==> src/rtl/rdmap_hdr_gen_q_if.sv <==
// rdmap_hdr_gen_q_if
// Bundles the request side (decoder -> generator), the buffer-pool side and
// the DDP side of the RDMAP header generator.
//   master : environment view (drives requests, pool status, DDP ready)
//   slave  : header generator view
// Signals:
//   infoValid/infoReady       request handshake
//   rdmaControl, rdmaWR       control word and work request
//   rgstrPtr, poolFull        buffer-register pointer and pool status
//   bufRegister, rgstrNum     one-cycle buffer registration request
//   rdmap2DdpHeader/Ctrl      FIFO head header and opcode
//   rdmap2DdpHdrValid/Ready   DDP pop handshake
//   unknownOpCnt              saturating unknown-opcode count
`timescale 1ns/1ps
interface rdmap_hdr_gen_q_if #(
  parameter int WR_W   = 52,
  parameter int CTRL_W = 16,
  parameter int HDR_W  = 56,
  parameter int PTR_W  = 5
);
  logic              infoValid;
  logic              infoReady;
  logic [CTRL_W-1:0] rdmaControl;
  logic [WR_W-1:0]   rdmaWR;
  logic [PTR_W-1:0]  rgstrPtr;
  logic              poolFull;
  logic              bufRegister;
  logic [2:0]        rgstrNum;
  logic [HDR_W-1:0]  rdmap2DdpHeader;
  logic [7:0]        rdmap2DdpCtrl;
  logic              rdmap2DdpHdrValid;
  logic              rdmap2DdpHdrReady;
  logic [7:0]        unknownOpCnt;

  modport master (
    output infoValid, rdmaControl, rdmaWR, rgstrPtr, poolFull, rdmap2DdpHdrReady,
    input  infoReady, bufRegister, rgstrNum, rdmap2DdpHeader, rdmap2DdpCtrl,
           rdmap2DdpHdrValid, unknownOpCnt
  );

  modport slave (
    input  infoValid, rdmaControl, rdmaWR, rgstrPtr, poolFull, rdmap2DdpHdrReady,
    output infoReady, bufRegister, rgstrNum, rdmap2DdpHeader, rdmap2DdpCtrl,
           rdmap2DdpHdrValid, unknownOpCnt
  );
endinterface

==> src/rtl/rdmap_hdr_gen_q.sv <==
// rdmap_hdr_gen_q
// RDMAP header generator. Takes one work request per handshake, formats a
// DDP header according to the opcode, requests buffer registration for ACKs
// and queues the headers in a show-ahead FIFO towards the DDP layer.
// Ports:
//   clock  rising-edge clock
//   reset  synchronous, active-high reset
//   bus    rdmap_hdr_gen_q_if.slave (request, pool, DDP and status signals)
`timescale 1ns/1ps
module rdmap_hdr_gen_q #(
  parameter int WR_W       = 52,
  parameter int CTRL_W     = 16,
  parameter int HDR_W      = 56,
  parameter int QN_CNT     = 4,
  parameter int QN_W       = 4,
  parameter int PTR_W      = 5,
  parameter int RGN_LSB    = 44,
  parameter int FIFO_DEPTH = 4
) (
  input logic             clock,
  input logic             reset,
  rdmap_hdr_gen_q_if.slave bus
);

  localparam int AW = $clog2(FIFO_DEPTH);

  // RCV, REQ and unknown share the raw format; unknown is kept apart so it
  // can be counted.
  typedef enum logic [1:0] {
    CLS_RAW,
    CLS_SEND,
    CLS_ACK,
    CLS_UNKNOWN
  } opClass_e;

  logic            s1Valid_q;
  logic [7:0]      s1Ctrl_q;
  logic [WR_W-1:0] s1Wr_q;
  opClass_e        s1Class_q;
  logic [QN_W-1:0] s1Ptr_q;

  logic [HDR_W-1:0] hdrMem [FIFO_DEPTH];
  logic [7:0]       ctrlMem [FIFO_DEPTH];
  logic [AW-1:0]    wrPtr_q, rdPtr_q;
  logic [AW:0]      count_q, count_d;
  logic [HDR_W-1:0] lastHdr_q;
  logic [7:0]       lastCtrl_q;
  logic [7:0]       unknownCnt_q, unknownCnt_d;

  opClass_e         opClass;
  logic [HDR_W-1:0] fmtHdr;
  logic [AW+1:0]    slotsUsed;
  logic             readyInt, accept, push, pop, headValid;
  logic             unusedBits;

  assign unusedBits = ^{bus.rdmaControl[CTRL_W-1:8], bus.rgstrPtr[PTR_W-1:QN_W]};

  // Credit uses only registered occupancy, so a pop in the same cycle does
  // not open a slot until the next cycle.
  assign slotsUsed = {1'b0, count_q} + (AW+2)'(s1Valid_q);
  assign readyInt  = !reset && !bus.poolFull && (slotsUsed < (AW+2)'(FIFO_DEPTH));
  assign accept    = bus.infoValid && readyInt;
  assign push      = s1Valid_q;
  assign headValid = (count_q != '0);
  assign pop       = headValid && bus.rdmap2DdpHdrReady;

  // Opcode decode of the incoming control word.
  always_comb begin
    opClass = CLS_UNKNOWN;
    case (bus.rdmaControl[7:0])
      8'h00:        opClass = CLS_SEND;
      8'h01, 8'h03: opClass = CLS_RAW;
      8'h07:        opClass = CLS_ACK;
      default:      opClass = CLS_UNKNOWN;
    endcase
  end

  // Stage S1: capture the accepted request and a snapshot of the pointer.
  always_ff @(posedge clock) begin
    if (reset) begin
      s1Valid_q <= 1'b0;
      s1Ctrl_q  <= '0;
      s1Wr_q    <= '0;
      s1Class_q <= CLS_RAW;
      s1Ptr_q   <= '0;
    end else begin
      s1Valid_q <= accept;
      if (accept) begin
        s1Ctrl_q  <= bus.rdmaControl[7:0];
        s1Wr_q    <= bus.rdmaWR;
        s1Class_q <= opClass;
        s1Ptr_q   <= bus.rgstrPtr[QN_W-1:0];
      end
    end
  end

  // Header formatting; ACK queue numbers are consecutive from the pointer
  // snapshot, wrapping at the queue-number width, QN0 most significant.
  always_comb begin
    fmtHdr = '0;
    case (s1Class_q)
      CLS_ACK: begin
        fmtHdr[HDR_W-1 -: 16] = s1Wr_q[WR_W-1 -: 16];
        for (int i = 0; i < QN_CNT; i++) begin
          fmtHdr[HDR_W-17-i*QN_W -: QN_W] = s1Ptr_q + QN_W'(i);
        end
      end
      CLS_SEND: fmtHdr[HDR_W-1 -: 8]    = s1Wr_q[WR_W-9 -: 8];
      default:  fmtHdr[HDR_W-1 -: WR_W] = s1Wr_q;
    endcase
  end

  assign bus.bufRegister = s1Valid_q && (s1Class_q == CLS_ACK);
  assign bus.rgstrNum    = bus.bufRegister ? s1Wr_q[RGN_LSB +: 3] : 3'd0;

  // Unknown-opcode counter sticks at 255.
  always_comb begin
    unknownCnt_d = unknownCnt_q;
    if (s1Valid_q && (s1Class_q == CLS_UNKNOWN) && (unknownCnt_q != 8'hFF)) begin
      unknownCnt_d = unknownCnt_q + 8'd1;
    end
  end

  always_ff @(posedge clock) begin
    if (reset) unknownCnt_q <= '0;
    else       unknownCnt_q <= unknownCnt_d;
  end

  // FIFO storage needs no reset: the count gates what is visible.
  always_ff @(posedge clock) begin
    if (push) begin
      hdrMem[wrPtr_q]  <= fmtHdr;
      ctrlMem[wrPtr_q] <= s1Ctrl_q;
    end
  end

  always_comb begin
    count_d = count_q;
    case ({push, pop})
      2'b10:   count_d = count_q + (AW+1)'(1);
      2'b01:   count_d = count_q - (AW+1)'(1);
      default: count_d = count_q;
    endcase
  end

  // Pointers wrap naturally since the depth is a power of two. The last
  // popped entry is kept so the outputs hold while the FIFO is empty.
  always_ff @(posedge clock) begin
    if (reset) begin
      wrPtr_q    <= '0;
      rdPtr_q    <= '0;
      count_q    <= '0;
      lastHdr_q  <= '0;
      lastCtrl_q <= '0;
    end else begin
      count_q <= count_d;
      if (push) wrPtr_q <= wrPtr_q + AW'(1);
      if (pop) begin
        rdPtr_q    <= rdPtr_q + AW'(1);
        lastHdr_q  <= hdrMem[rdPtr_q];
        lastCtrl_q <= ctrlMem[rdPtr_q];
      end
    end
  end

  assign bus.infoReady         = readyInt;
  assign bus.rdmap2DdpHdrValid = headValid;
  assign bus.rdmap2DdpHeader   = headValid ? hdrMem[rdPtr_q]  : lastHdr_q;
  assign bus.rdmap2DdpCtrl     = headValid ? ctrlMem[rdPtr_q] : lastCtrl_q;
  assign bus.unknownOpCnt      = unknownCnt_q;

endmodule

==> src/flat_wrapper.sv <==
// flat-port wrapper written by rule: the top's interface ports become plain ports
module rdmap_hdr_gen_q_flat 
#(
  parameter int WR_W       = 52,
  parameter int CTRL_W     = 16,
  parameter int HDR_W      = 56,
  parameter int QN_CNT     = 4,
  parameter int QN_W       = 4,
  parameter int PTR_W      = 5,
  parameter int RGN_LSB    = 44,
  parameter int FIFO_DEPTH = 4
)
  (clock, reset, bus_infoValid, bus_rdmaControl, bus_rdmaWR, bus_rgstrPtr, bus_poolFull, bus_rdmap2DdpHdrReady, bus_infoReady, bus_bufRegister, bus_rgstrNum, bus_rdmap2DdpHeader, bus_rdmap2DdpCtrl, bus_rdmap2DdpHdrValid, bus_unknownOpCnt);
  rdmap_hdr_gen_q_if #(.WR_W(WR_W), .CTRL_W(CTRL_W), .HDR_W(HDR_W), .PTR_W(PTR_W)) bus_i ();
  input logic clock;
  input logic reset;
  input wire logic [$bits(bus_i.infoValid)-1:0] bus_infoValid;
  input wire logic [$bits(bus_i.rdmaControl)-1:0] bus_rdmaControl;
  input wire logic [$bits(bus_i.rdmaWR)-1:0] bus_rdmaWR;
  input wire logic [$bits(bus_i.rgstrPtr)-1:0] bus_rgstrPtr;
  input wire logic [$bits(bus_i.poolFull)-1:0] bus_poolFull;
  input wire logic [$bits(bus_i.rdmap2DdpHdrReady)-1:0] bus_rdmap2DdpHdrReady;
  output wire logic [$bits(bus_i.infoReady)-1:0] bus_infoReady;
  output wire logic [$bits(bus_i.bufRegister)-1:0] bus_bufRegister;
  output wire logic [$bits(bus_i.rgstrNum)-1:0] bus_rgstrNum;
  output wire logic [$bits(bus_i.rdmap2DdpHeader)-1:0] bus_rdmap2DdpHeader;
  output wire logic [$bits(bus_i.rdmap2DdpCtrl)-1:0] bus_rdmap2DdpCtrl;
  output wire logic [$bits(bus_i.rdmap2DdpHdrValid)-1:0] bus_rdmap2DdpHdrValid;
  output wire logic [$bits(bus_i.unknownOpCnt)-1:0] bus_unknownOpCnt;
  assign bus_i.infoValid = bus_infoValid;
  assign bus_i.rdmaControl = bus_rdmaControl;
  assign bus_i.rdmaWR = bus_rdmaWR;
  assign bus_i.rgstrPtr = bus_rgstrPtr;
  assign bus_i.poolFull = bus_poolFull;
  assign bus_i.rdmap2DdpHdrReady = bus_rdmap2DdpHdrReady;
  assign bus_infoReady = bus_i.infoReady;
  assign bus_bufRegister = bus_i.bufRegister;
  assign bus_rgstrNum = bus_i.rgstrNum;
  assign bus_rdmap2DdpHeader = bus_i.rdmap2DdpHeader;
  assign bus_rdmap2DdpCtrl = bus_i.rdmap2DdpCtrl;
  assign bus_rdmap2DdpHdrValid = bus_i.rdmap2DdpHdrValid;
  assign bus_unknownOpCnt = bus_i.unknownOpCnt;
  rdmap_hdr_gen_q #(.WR_W(WR_W), .CTRL_W(CTRL_W), .HDR_W(HDR_W), .QN_CNT(QN_CNT), .QN_W(QN_W), .PTR_W(PTR_W), .RGN_LSB(RGN_LSB), .FIFO_DEPTH(FIFO_DEPTH)) u_core (.clock(clock), .reset(reset), .bus(bus_i));
endmodule
==> config.mk <==
export PLATFORM = sky130hd
export DESIGN_NAME = rdmap_hdr_gen_q_flat
export DESIGN_NICKNAME = d
export VERILOG_FILES = /design/src/rtl/rdmap_hdr_gen_q_if.sv /design/src/rtl/rdmap_hdr_gen_q.sv /design/src/flat_wrapper.sv
export SDC_FILE = /design/constraint.sdc
export NUM_CORES = 1
export LEC_CHECK = 0
export CAP_MARGIN = 20
export CORE_MARGIN = 3
export CORE_UTILIZATION = 25
export DETAILED_ROUTE_END_ITERATION = 8
export PLACE_DENSITY = 0.47
export SETUP_SLACK_MARGIN = 0.05
export SYNTH_ARGS = -nofsm -noshare
export SYNTH_HDL_FRONTEND = slang
export SYNTH_SLANG_ARGS = --single-unit
export TNS_END_PERCENT = 20
==> constraint.sdc <==
create_clock -name clock -period 8.1 [get_ports clock]
set_input_delay 1.215 -clock clock [delete_from_list [all_inputs] [get_ports clock]]
set_output_delay 1.215 -clock clock [all_outputs]
set_load 0.01 [all_outputs]
==> results of run 1 <==
-- flip-flops by register name, summed over array words and instances (netlist names), named ones only --
signal,cells
u_core.push,1
u_core.count_q,3
u_core.bus.unknownOpCnt,8
u_core.lastCtrl_q,8
u_core.wrPtr_q,2
u_core.s1Ctrl_q,8
u_core.s1Class_q,2
u_core.ctrlMem,32
u_core.s1Wr_q,52
u_core.s1Ptr_q,4
u_core.rdPtr_q,2
u_core.hdrMem,208
u_core.lastHdr_q,52
-- power by group through the flow --
stage / combinational, W / clock [W] / sequential [W]
6_report: 0.00145 / 0.00194 / 0.00228
5_1_grt: 0.00155 / 0.00209 / 0.00230
4_1_cts: 0.00149 / 0.00201 / 0.00228
3_5_place_dp: 0.00148 / 0 / 0.00232
3_3_place_gp: 0.00148 / 0 / 0.00232
2_1_floorplan: 0.000860 / 0 / 0.00226
-- synth_stat cells (10+ instances only) --
| cell | n | share of area |
|---|---|---|
| inv_1 | 15 | 0.0038 |
| o21ai_0 | 17 | 0.0057 |
| nor2b_1 | 10 | 0.0042 |
| and2_1 | 27 | 0.011 |
| mux4_2 | 60 | 0.090 |
| buf_2 | 15 | 0.0050 |
| mux2_2 | 69 | 0.052 |
| clkbuf_1 | 37 | 0.0093 |
| nor2_1 | 16 | 0.0040 |
| nand2_1 | 152 | 0.038 |
| dfxtp_1 | 144 | 0.19 |
| ha_1 | 13 | 0.011 |
| a22o_1 | 60 | 0.035 |
| a21oi_1 | 67 | 0.022 |
| edfxtp_1 | 240 | 0.48 |
-- final timing paths --
check                            endpoint  slack [ns]
setup / recovery  bus_rdmap2DdpHeader[48]        3.41
hold / removal          u_core.s1Wr_q[11]        0.45
setup reg to reg        u_core.count_q[2]        4.99
hold reg to reg         u_core.s1Wr_q[11]        0.45
-- routing by layer --
metal	track usage	routed length, um	up-vias
met3	0.02400	1685	61
met4	0.03901	901	2
met5	0	20	-
li1	-	-	4044
met2	0.2001	18220	170
met1	0.1691	18060	4425
-- cell families (layout without fill, tap and decap cells) --
family          after synthesis  count (layout)  synth area share
simple gates                229             229           0.06681
xor+xnor                     11              11          0.006430
other cells                   1               5         0.0002503
buf+inv                      87             251           0.02806
compound gates              157             157           0.06948
mux                         131             131            0.1434
fa+ha+maj                    14              14           0.01219
flops                       384             384            0.6734
-- cell type report --
type | count | area, sq um | area share
antenna | 1 | 2.502 | 0.0001347
timing repair buffer | 156 | 1524 | 0.08201
tap | 773 | 967.2 | 0.05205
multi-input combinational | 546 | 4527 | 0.2436
sequential | 384 | 10100 | 0.5434
clock buffer | 55 | 1194 | 0.06424
inverter | 15 | 56.30 | 0.003030
clock inverter | 25 | 214.0 | 0.01151
-- cell usage in the layout, fill, tap and decap left out, drive strengths merged, types with 6 or more instances in the layout --
cell           instances
a21oi                 67
a22o                  60
and2                  27
buf                   15
clkbuf                55
clkdlybuf4s50        141
clkinv                17
dfxtp                144
edfxtp               240
ha                    13
inv                   16
mux2                  69
mux4                  60
nand2                152
nand3                  6
nor2                  17
nor2b                 10
o21ai                 17
xor2                   7
-- critical path, cell delays in order, from the launching register on --
cell and delay [ns]:
dfxtp_4 0.75, buf_4 0.68, mux4_2 0.60, mux2_2 0.33, clkdlybuf4s50_1 0.49
-- stage by stage --
stage,util,area [sq um]
after floorplan,-,14990
after global placement,0.2904,17170
after detailed placement,0.2904,17170
after CTS,0.3142,18580
after global routing,0.3142,18580
final,0.3142,18580
==> results_tabular.tex, run 1 <==
\begin{tabular}{lr}
\hline
Metric & Value \\
\hline
\multicolumn{2}{l}{\textbf{Finish}} \\
\quad Final instance count without filler cells & around 2,000 \\
\quad Share of cells above drive strength 1 & 0.1905 \\
\quad Nets & 1,239 \\
\quad Area Overhead vs Synth & 24.02\% \\
\quad Number of fill cells in the layout & between 5,000 and 6,000 \\
\multicolumn{2}{l}{\textbf{GRT}} \\
\quad GRT Resource Usage Total & 0.1240 \\
\quad Vias in the first global route & between 9,000 and 10,000 \\
\quad Pin count of the biggest net entering global routing & between 70 and 80 \\
\quad Initial antenna violation count & 1 \\
\quad Leftover overflow at the end of global routing & 0 \\
\quad Wire length of the first global-routing pass & 58,560 um \\
\multicolumn{2}{l}{\textbf{Synth}} \\
\quad Sequential cell area fraction in the yosys report & 0.6734 \\
\quad Asr flop ratio synth & 0 \\
\quad Cell area after synthesis & 0.01498 sq mm \\
\quad Count of flip-flops with a built-in enable after synthesis & 240 \\
\quad Cell count after synthesis & 1,014 \\
\quad Number of distinct library cells after synthesis & 37 \\
\quad Mapped Avg Cell Area & between 10 and 15 sq um \\
\quad Number of register bits inferred by synthesis & about 380 \\
\quad Synthesis warning total & 0 \\
\quad Post-synth top flop & edfxtp\_1 \\
\multicolumn{2}{l}{\textbf{Setup path}} \\
\quad Worst Setup Path Type & reg2out \\
\quad Reg2reg path depth & 9 \\
\quad Data arrival time at the worst-slack endpoint & about 3.5 ns \\
\quad Reg-to-reg startpoint & u\_core.count\_q[2] \\
\quad Critical path data required time & roughly 6.9 ns \\
\quad Critical-path maximum fanout & 32 \\
\quad Sort of element at the end of the critical path & output port \\
\quad Startpoint type of the worst setup path & flip-flop \\
\multicolumn{2}{l}{\textbf{CTS}} \\
\quad CTS sink count & 384 \\
\quad Post-cts gate resize count & 0 \\
\quad Number of buffers added for setup after CTS & 0 \\
\quad Total CTS buffers & 44 \\
\quad Clock latency of the later-clocked register in the worst-skew pair & approximately 0.56 ns \\
\quad Hold buffer count at CTS & 0 \\
\quad CTS tree & yes \\
\quad Worst-case clock buffer depth & 3 \\
\quad Maximum level of the CTS H-tree & 2 \\
\quad CTS clock-pin slew for the worst setup and hold paths & 0.06 ns \\
\quad Clock root cell & clkbuf\_16 \\
\multicolumn{2}{l}{\textbf{Route}} \\
\quad Wire length after detailed routing & roughly 40,000 um \\
\quad Via total after detailed routing & roughly 8,700 \\
\quad Via density & 4.451 \\
\quad Drt pass-1 iters & 4 \\
\quad Number of DRC violations after detailed routing & 0 \\
\quad Routed wire per std cell & around 20 um \\
\quad Number of nets still failing antenna checks after routing & 0 \\
\quad Initial DRC count & about 460 \\
\multicolumn{2}{l}{\textbf{Pwr}} \\
\quad Net switching share of the total power & 0.2703 \\
\quad Power consumption & between 0.005 and 0.006 W \\
\quad Pwr per Cell Area & $\sim$300 mW/mm\^{}2 \\
\quad Highest ir drop seen on vdd & 0.1807 mV \\
\quad Fraction of power consumed by the clock network & 0.342 \\
\quad Sequential share of power & 0.403 \\
\quad Leakage power summed over all cells & roughly 5.9 nW \\
\quad Internal power component & $\sim$0.0041 W \\
\quad Net switching component of the power & around 0.0015 W \\
\quad Logic gate share of total power & 0.255 \\
\multicolumn{2}{l}{\textbf{STA}} \\
\quad Least setup slack across all paths after layout & $\sim$3.4 ns \\
\quad Min Clock Period, post-route & about 4.7 ns \\
\quad Aggregate negative setup slack & 0 ns \\
\quad Worst clock skew & between 0.006 and 0.007 ns \\
\quad Period Utilization, post-route & 0.5791 \\
\quad Transition time at the pin with the least slew margin & $\sim$1.1 ns \\
\quad Slew HR & 0.2589 \\
\quad Highest Clock Rate & around 210 MHz \\
\quad Final hold viol count & 0 \\
\quad Final hold slack & 0.4487 ns \\
\quad Number of failing setup endpoints in the final timing report & 0 \\
\quad Pins over their slew limit & 0 \\
\quad Setup repair after global routing missed its margin & no \\
\multicolumn{2}{l}{\textbf{Min path}} \\
\quad Hold Path Class & reg2reg \\
\quad Startpoint of the lowest-slack hold path & u\_core.s1Wr\_q[11] \\
\quad Worst Hold Depth & 2 \\
\multicolumn{2}{l}{\textbf{Placement}} \\
\quad Dpl ws & $\sim$3.8 ns \\
\quad Placed cell count & roughly 1,900 \\
\quad PortBufs & approximately 140 \\
\quad Post-detail-place hpwl & approximately 22,000 um \\
\quad Weighted congestion reported at the end of routability-driven placement & between 0.6 and 0.7 \\
\multicolumn{2}{l}{\textbf{Floorplanning}} \\
\quad Die Width & between 200 and 300 um \\
\quad Floorplan die area & $\sim$0.063 sq mm \\
\quad Ports placed on the boundary & roughly 160 \\
\quad Vertical die dimension & 250.8 um \\
\quad Standard-cell rows & between 80 and 90 \\
\quad Core box area & between 0.05 and 0.06 sq mm \\
\quad Starting utilization of the core area & 0.2534 \\
\multicolumn{2}{l}{\textbf{Job}} \\
\quad Count of maximum capacitance violations & 0 \\
\multicolumn{2}{l}{\textbf{Run status}} \\
\quad Outcome & completed \\
\hline
\end{tabular}
No activity file was read; power rests on OpenSTA's default activity.
==> run 2, diff against run 1 <==
Clock period 8.1 ns to 4.7 ns, I/O delays scaled along.
==> run 2 against run 1 <==
  * Clock-buffer cell count increased by 14
  * Via count increased by 0.55%
  * Cell count increased by 0.36%
  * Die area unchanged
  * Combinational power increased by 74%
==> results_tabular.tex, run 2 (synthesis gave the netlist of run 1 again) <==
\begin{tabular}{lr}
\hline
Metric & Value \\
\hline
\multicolumn{2}{l}{\textbf{Run status}} \\
\quad Outcome & completed (unchanged) \\
\multicolumn{2}{l}{\textbf{Min path}} \\
\quad Worst Hold Depth & 2 (unchanged) \\
\quad Hold Path Class & reg2reg (unchanged) \\
\multicolumn{2}{l}{\textbf{Floorplanning}} \\
\quad Die Width & 250.8 um (unchanged) \\
\quad Standard-cell rows & 89 (unchanged) \\
\quad Floorplan die area & 0.06291 sq mm (unchanged) \\
\quad Vertical die dimension & 250.8 um (unchanged) \\
\quad Ports placed on the boundary & 156 (unchanged) \\
\quad Core box area & 0.05913 sq mm (unchanged) \\
\quad Starting utilization of the core area & 0.2534 (unchanged) \\
\multicolumn{2}{l}{\textbf{Route}} \\
\quad Via total after detailed routing & 8,750 (was 8,702) \\
\quad Number of DRC violations after detailed routing & 0 (unchanged) \\
\quad Via density & 4.460 (was 4.451) \\
\quad Wire length after detailed routing & 39,650 um (was 38,880 um) \\
\quad Number of nets still failing antenna checks after routing & 0 (unchanged) \\
\quad Initial DRC count & 405 (was 458) \\
\quad Routed wire per std cell & 20.21 um (was 19.89 um) \\
\quad Drt pass-1 iters & 4 (unchanged) \\
\multicolumn{2}{l}{\textbf{GRT}} \\
\quad Wire length of the first global-routing pass & 59,210 um (was 58,560 um) \\
\quad Vias in the first global route & 9,302 (was 9,255) \\
\quad Pin count of the biggest net entering global routing & 84 (was 79) \\
\quad Initial antenna violation count & 3 (was 1) \\
\quad Leftover overflow at the end of global routing & 0 (unchanged) \\
\quad GRT Resource Usage Total & 0.1255 (was 0.1240) \\
\multicolumn{2}{l}{\textbf{Placement}} \\
\quad PortBufs & 142 (unchanged) \\
\quad Dpl ws & 1.468 ns (was 3.834 ns) \\
\quad Weighted congestion reported at the end of routability-driven placement & 0.6985 (was 0.6701) \\
\quad Post-detail-place hpwl & 22,820 um (was 22,170 um) \\
\multicolumn{2}{l}{\textbf{STA}} \\
\quad Final hold viol count & 0 (unchanged) \\
\quad Period Utilization, post-route & 0.7973 \\
\quad Transition time at the pin with the least slew margin & 1.086 ns (was 1.112 ns) \\
\quad Min Clock Period, post-route & around 3.7 ns \\
\quad Setup repair after global routing missed its margin & no (unchanged) \\
\quad Highest Clock Rate & 266.9 MHz \\
\quad Least setup slack across all paths after layout & 0.9527 ns (was 3.409 ns) \\
\quad Aggregate negative setup slack & 0 ns (unchanged) \\
\quad Pins over their slew limit & 0 (unchanged) \\
\quad Number of failing setup endpoints in the final timing report & 0 (unchanged) \\
\quad Slew HR & 0.2757 (was 0.2589) \\
\quad Worst clock skew & 0.01783 ns (was 0.006239 ns) \\
\multicolumn{2}{l}{\textbf{Setup path}} \\
\quad Critical path data required time & 3.99 ns (was 6.88 ns) \\
\quad Register-to-register setup slack & 2.05 ns (was 4.99 ns) \\
\quad Data arrival time at the worst-slack endpoint & 3.04 ns (was 3.48 ns) \\
\quad Critical-path maximum fanout & 21 (was 32) \\
\quad Startpoint type of the worst setup path & flip-flop (unchanged) \\
\quad Sort of element at the end of the critical path & output port (unchanged) \\
\quad Reg2reg path depth & 8 (was 9) \\
\quad Worst Setup Path Type & reg2out (unchanged) \\
\multicolumn{2}{l}{\textbf{Finish}} \\
\quad Count of antenna diodes in the layout & 0 (was 1) \\
\quad Nets & 1,244 (was 1,239) \\
\quad Flip-flop count of the largest register after layout & 208 (unchanged) \\
\quad Share of cells above drive strength 1 & 0.1951 (was 0.1905) \\
\quad Largest register by flop count & u\_core.hdrMem (unchanged) \\
\quad Most common library cell in the layout ignoring fill and taps & edfxtp\_1 (unchanged) \\
\quad Registers with the most flip-flops & u\_core.hdrMem x208, u\_core.lastHdr\_q x52, u\_core.s1Wr\_q x52 (unchanged) \\
\quad Number of fill cells in the layout & 5,819 (was 5,824) \\
\quad Area Overhead vs Synth & 25.36\% (was 24.02\%) \\
\quad Highest-count cells in the layout ignoring fill and taps & 240 x edfxtp\_1, 152 x nand2\_1, 142 x dfxtp\_1 (unchanged) \\
\multicolumn{2}{l}{\textbf{Pwr}} \\
\quad Leakage power summed over all cells & 6.013 nW (was 5.909 nW) \\
\quad Power consumption & 0.01003 W (was 0.005662 W) \\
\quad Pwr per Cell Area & 533.7 mW/mm\^{}2 (was 304.7 mW/mm\^{}2) \\
\quad Highest ir drop seen on vdd & 0.2448 mV (was 0.1807 mV) \\
\multicolumn{2}{l}{\textbf{CTS}} \\
\quad Post-cts gate resize count & 0 (unchanged) \\
\quad Clock latency of the later-clocked register in the worst-skew pair & 0.56 ns (about the same) \\
\quad Worst-case clock buffer depth & 3 (unchanged) \\
\quad Clock root cell & clkbuf\_16 (unchanged) \\
\quad CTS tree & yes (unchanged) \\
\quad CTS clock-pin slew for the worst setup and hold paths & 0.06 ns (about the same) \\
\quad Hold buffer count at CTS & 0 (unchanged) \\
\quad Number of buffers added for setup after CTS & 0 (unchanged) \\
\quad Total CTS buffers & 46 (was 44) \\
\quad CTS sink count & 384 (unchanged) \\
\quad Maximum level of the CTS H-tree & 2 (unchanged) \\
\multicolumn{2}{l}{\textbf{Job}} \\
\quad Count of maximum capacitance violations & 0 (unchanged) \\
\hline
\end{tabular}
## run 2: cell count changes in the layout (fill, tap and decap cells not counted), sizes merged
cell      change
buf           +3
bufinv        -2
clkbuf       +14
clkinv        -4
clkinvlp      -3
diode         -1
## run 2: worst max-delay path, stage by stage, from the launching register on
cell and delay (ns):
dfxtp_4 0.70, buf_4 0.39, mux4_2 0.56, mux2_2 0.32
clkdlybuf4s50_1 0.50
## run 2: final timing paths
path,start,to
max reg2reg,u_core.count_q[0],u_core.count_q[2]
min,u_core.s1Wr_q[7],u_core.s1Wr_q[7]
max,flip-flop,bus_rdmap2DdpHeader[48]
min reg2reg,u_core.s1Wr_q[7],u_core.s1Wr_q[7]
## run 2: final cells by class
type,instances,area (sq um),share of cell area
multi-input combinational,546,4527,0.2410
sequential,384,10100,0.5376
clock buffer,69,1435,0.07641
inverter,15,56.30,0.002998
clock inverter,16,116.4,0.006195
tap,773,967.2,0.05149
timing repair buffer,159,1584,0.08433
## run 2: per-layer routing
metal | wire [um] | up-vias | track usage
met1 | 18500 | 4467 | 0.1694
met4 | 796 | 2 | 0.03817
li1 | - | 4056 | -
met2 | 18470 | 172 | 0.2045
met3 | 1866 | 53 | 0.02566
met5 | 13 | - | 0
## run 2: where the power goes
part | switching [W] | internal [W]
combinational | 0.00112 | 0.00141
sequential | 0.000158 | 0.00377
clock | 0.00140 | 0.00217
## run 2: through the flow
stage / area [sq um] / utilization / cells / hold slack (ns)
final: 18780 / 0.3177 / 1962 / 0.4498
after global placement: 17230 / 0.2914 / 1877 / 0.4397
after floorplan: 14990 / - / 1017 / 0.4317
after detailed placement: 17230 / 0.2914 / 1877 / 0.4428
after CTS: 18780 / 0.3177 / 1962 / 0.4511
after global routing: 18780 / 0.3177 / 1962 / 0.4768
==> run 3, diff against run 2 <==
Settings changed: PLACE_DENSITY 0.47 to 0.48.
Clock period 4.7 ns to 3.4 ns, I/O delays scaled along.
==> run 3 against run 2 <==
  * Flip-flop and latch count stayed put
  * First-iteration DRC count is 29% higher
  * Final area hardly changed
  * Routed wire length is 2.1% lower
  * Clock skew is 0.00052 ns higher
  * Cell count is 0.25% higher
  * Highest routed layer unchanged
==> results_tabular.tex, run 3 (synthesis gave the netlist of run 1 again) <==
\begin{tabular}{lr}
\hline
Metric & Value \\
\hline
\multicolumn{2}{l}{\textbf{Run status}} \\
\quad Outcome & completed (unchanged) \\
\multicolumn{2}{l}{\textbf{CTS}} \\
\quad CTS clock-pin slew for the worst setup and hold paths & 0.06 ns (about the same) \\
\quad Hold buffer count at CTS & 0 (unchanged) \\
\quad Maximum level of the CTS H-tree & 2 (unchanged) \\
\quad CTS tree & yes (unchanged) \\
\quad Worst-case clock buffer depth & 3 (unchanged) \\
\quad Clock root cell & clkbuf\_16 (unchanged) \\
\quad Clock latency of the later-clocked register in the worst-skew pair & 0.56 ns (about the same) \\
\quad CTS sink count & 384 (unchanged) \\
\quad Total CTS buffers & 44 (was 46) \\
\multicolumn{2}{l}{\textbf{STA}} \\
\quad Aggregate negative setup slack & 0 ns (unchanged) \\
\quad Number of failing setup endpoints in the final timing report & 0 (unchanged) \\
\quad Worst clock skew & 0.01835 ns (was 0.01783 ns) \\
\quad Pins over their slew limit & 0 (unchanged) \\
\quad Min Clock Period, post-route & between 3 and 4 ns \\
\quad Transition time at the pin with the least slew margin & 0.9465 ns (was 1.086 ns) \\
\quad Slew HR & 0.3690 (was 0.2757) \\
\quad Highest Clock Rate & $\sim$310 MHz \\
\quad Final hold viol count & 0 (unchanged) \\
\quad Period Utilization, post-route & 0.9364 \\
\quad Setup repair after global routing missed its margin & no (unchanged) \\
\quad Final hold slack & 0.3687 ns (was 0.4498 ns) \\
\multicolumn{2}{l}{\textbf{Pwr}} \\
\quad Sequential share of power & 0.392 (about the same) \\
\quad Pwr per Cell Area & 730.0 mW/mm\^{}2 (was 533.7 mW/mm\^{}2) \\
\quad Leakage power summed over all cells & 5.999 nW (was 6.013 nW) \\
\quad Fraction of power consumed by the clock network & 0.344 (was 0.356) \\
\quad Internal power component & 0.009990 W (was 0.007346 W) \\
\quad Logic gate share of total power & 0.264 (was 0.252) \\
\quad Net switching component of the power & 0.003719 W (was 0.002680 W) \\
\quad Highest ir drop seen on vdd & 0.2974 mV (was 0.2448 mV) \\
\quad Net switching share of the total power & 0.2713 (was 0.2673) \\
\multicolumn{2}{l}{\textbf{GRT}} \\
\quad Pin count of the biggest net entering global routing & 63 (was 84) \\
\quad Global routing usage on met1 & 0.1631 (was 0.1694) \\
\quad Leftover overflow at the end of global routing & 0 (unchanged) \\
\quad Fraction of met3 tracks used by global routing & 0.03321 (was 0.02566) \\
\quad Initial antenna violation count & 4 (was 3) \\
\quad GR met2 Demand/Resource & 0.1979 (was 0.2045) \\
\quad GRT Resource Usage Total & 0.1232 (was 0.1255) \\
\quad Wire length of the first global-routing pass & 57,960 um (was 59,210 um) \\
\quad Busiest layer in global routing & met2 (unchanged) \\
\quad Vias in the first global route & 9,089 (was 9,302) \\
\multicolumn{2}{l}{\textbf{Finish}} \\
\quad Share of cells above drive strength 1 & 0.1961 (was 0.1951) \\
\quad Largest register by flop count & u\_core.hdrMem (unchanged) \\
\quad Area Overhead vs Synth & 25.34\% (was 25.36\%) \\
\quad Highest-count cells in the layout ignoring fill and taps & 240 x edfxtp\_1, 152 x nand2\_1, 142 x dfxtp\_1 (unchanged) \\
\quad Multi-input gate area in the final layout & 0.004532 sq mm (was 0.004527 sq mm) \\
\quad Number of fill cells in the layout & 5,781 (was 5,819) \\
\quad Seq. cell area & 0.01010 sq mm (unchanged) \\
\quad Registers with the most flip-flops & u\_core.hdrMem x208, u\_core.lastHdr\_q x52, u\_core.s1Wr\_q x52 (unchanged) \\
\quad Nets & 1,249 (was 1,244) \\
\quad Flip-flop count of the largest register after layout & 208 (unchanged) \\
\quad Most common library cell in the layout ignoring fill and taps & edfxtp\_1 (unchanged) \\
\multicolumn{2}{l}{\textbf{Route}} \\
\quad Number of DRC violations after detailed routing & 0 (unchanged) \\
\quad Wire length after detailed routing & 38,830 um (was 39,650 um) \\
\quad Routed wire per std cell & 19.74 um (was 20.21 um) \\
\quad Number of nets still failing antenna checks after routing & 0 (unchanged) \\
\quad Initial DRC count & 524 (was 405) \\
\quad Drt pass-1 iters & 5 (was 4) \\
\quad Via total after detailed routing & 8,740 (was 8,750) \\
\quad Via density & 4.443 (was 4.460) \\
\multicolumn{2}{l}{\textbf{Setup path}} \\
\quad Critical path data required time & 2.89 ns (was 3.99 ns) \\
\quad Startpoint type of the worst setup path & flip-flop (unchanged) \\
\quad Register-to-register setup slack & 0.65 ns (was 2.05 ns) \\
\quad Data arrival time at the worst-slack endpoint & 2.67 ns (was 3.04 ns) \\
\quad Critical-path maximum fanout & 20 (was 21) \\
\quad Sort of element at the end of the critical path & output port (unchanged) \\
\quad Worst Setup Path Type & reg2out (unchanged) \\
\multicolumn{2}{l}{\textbf{Floorplanning}} \\
\quad Die Width & 250.8 um (unchanged) \\
\quad Floorplan die area & 0.06291 sq mm (unchanged) \\
\quad Ports placed on the boundary & 156 (unchanged) \\
\quad Vertical die dimension & 250.8 um (unchanged) \\
\quad Starting utilization of the core area & 0.2534 (unchanged) \\
\quad Standard-cell rows & 89 (unchanged) \\
\quad Core box area & 0.05913 sq mm (unchanged) \\
\multicolumn{2}{l}{\textbf{Placement}} \\
\quad Weighted congestion reported at the end of routability-driven placement & 0.6995 (was 0.6985) \\
\quad Post-detail-place hpwl & 22,800 um (was 22,820 um) \\
\quad PortBufs & 142 (unchanged) \\
\multicolumn{2}{l}{\textbf{Min path}} \\
\quad Hold Path Class & in2reg (was reg2reg) \\
\multicolumn{2}{l}{\textbf{Job}} \\
\quad Count of maximum capacitance violations & 0 (unchanged) \\
\hline
\end{tabular}
run 3: cell count changes in the layout (fill, tap and decap cells not counted), sizes merged, moves of 2 or more:
cell      delta
clkbuf       -9
buf          +6
inv          +3
bufinv       +2
clkinvlp     +2
run 3: path summary, 6_finish.rpt:
| check | from | end | cells after the start |
|---|---|---|---|
| hold reg to reg | u_core.s1Wr_q[12] | u_core.s1Wr_q[12] | 2 |
| setup / recovery | u_core.count_q[2] | bus_rdmap2DdpCtrl[1] | 4 |
| setup reg to reg | u_core.count_q[2] | u_core.count_q[2] | 8 |
| hold / removal | reset | flip-flop | 2 |
run 3: stage by stage:
step | setup slack (ns) | instances | cell area [sq um] | total power, W | util
CTS | 0.1403 | 1966 | 18780 | 0.01398 | 0.3175
floorplan | 0.8565 | 1017 | 14990 | 0.007444 | -
detailed placement | 0.6355 | 1881 | 17310 | 0.009118 | 0.2927
global route | 0.05935 | 1966 | 18780 | 0.01435 | 0.3175
global placement | 0.6557 | 1881 | 17310 | 0.009105 | 0.2927
finish | 0.2161 | 1967 | 18780 | 0.01371 | 0.3176
run 3: layout make-up:
| cell class | count | share of cell area |
|---|---|---|
| Clock inverter | 22 | 0.01086 |
| Inverter | 15 | 0.002998 |
| Tap cell | 773 | 0.05150 |
| Sequential cell | 384 | 0.5377 |
| Timing Repair Buffer | 165 | 0.08941 |
| Clock buffer | 60 | 0.06609 |
| Multi-Input combinational cell | 547 | 0.2413 |
| Antenna cell | 1 | 0.0001333 |
run 3: critical path: stages (launching register included):
cell	delay (ns)
dfxtp_1	0.59
or3_4	0.28
buf_4	0.34
mux2_2	0.41
clkdlybuf4s50_1	0.49
run 3: what timing repair did:
action | 4_1_cts | 5_1_grt
buffers inserted | 2 | 0
setup endpoints to repair | 9 | 0
resized for setup | 0 | 0
run 3: routing by layer:
layer,up-vias,share of wire
li1,4078,-
met4,4,0.022
met3,62,0.057
met1,4412,0.46
met5,-,0.00070
met2,184,0.46
run 3: power groups by stage:
stage | Combinational (W) | Clock, W | Sequential [W]
3_3_place_gp | 0.00367 | 0 | 0.00544
3_5_place_dp | 0.00367 | 0 | 0.00545
2_1_floorplan | 0.00205 | 0 | 0.00539
4_1_cts | 0.00374 | 0.00487 | 0.00538
5_1_grt | 0.00388 | 0.00506 | 0.00541
6_report | 0.00362 | 0.00471 | 0.00538
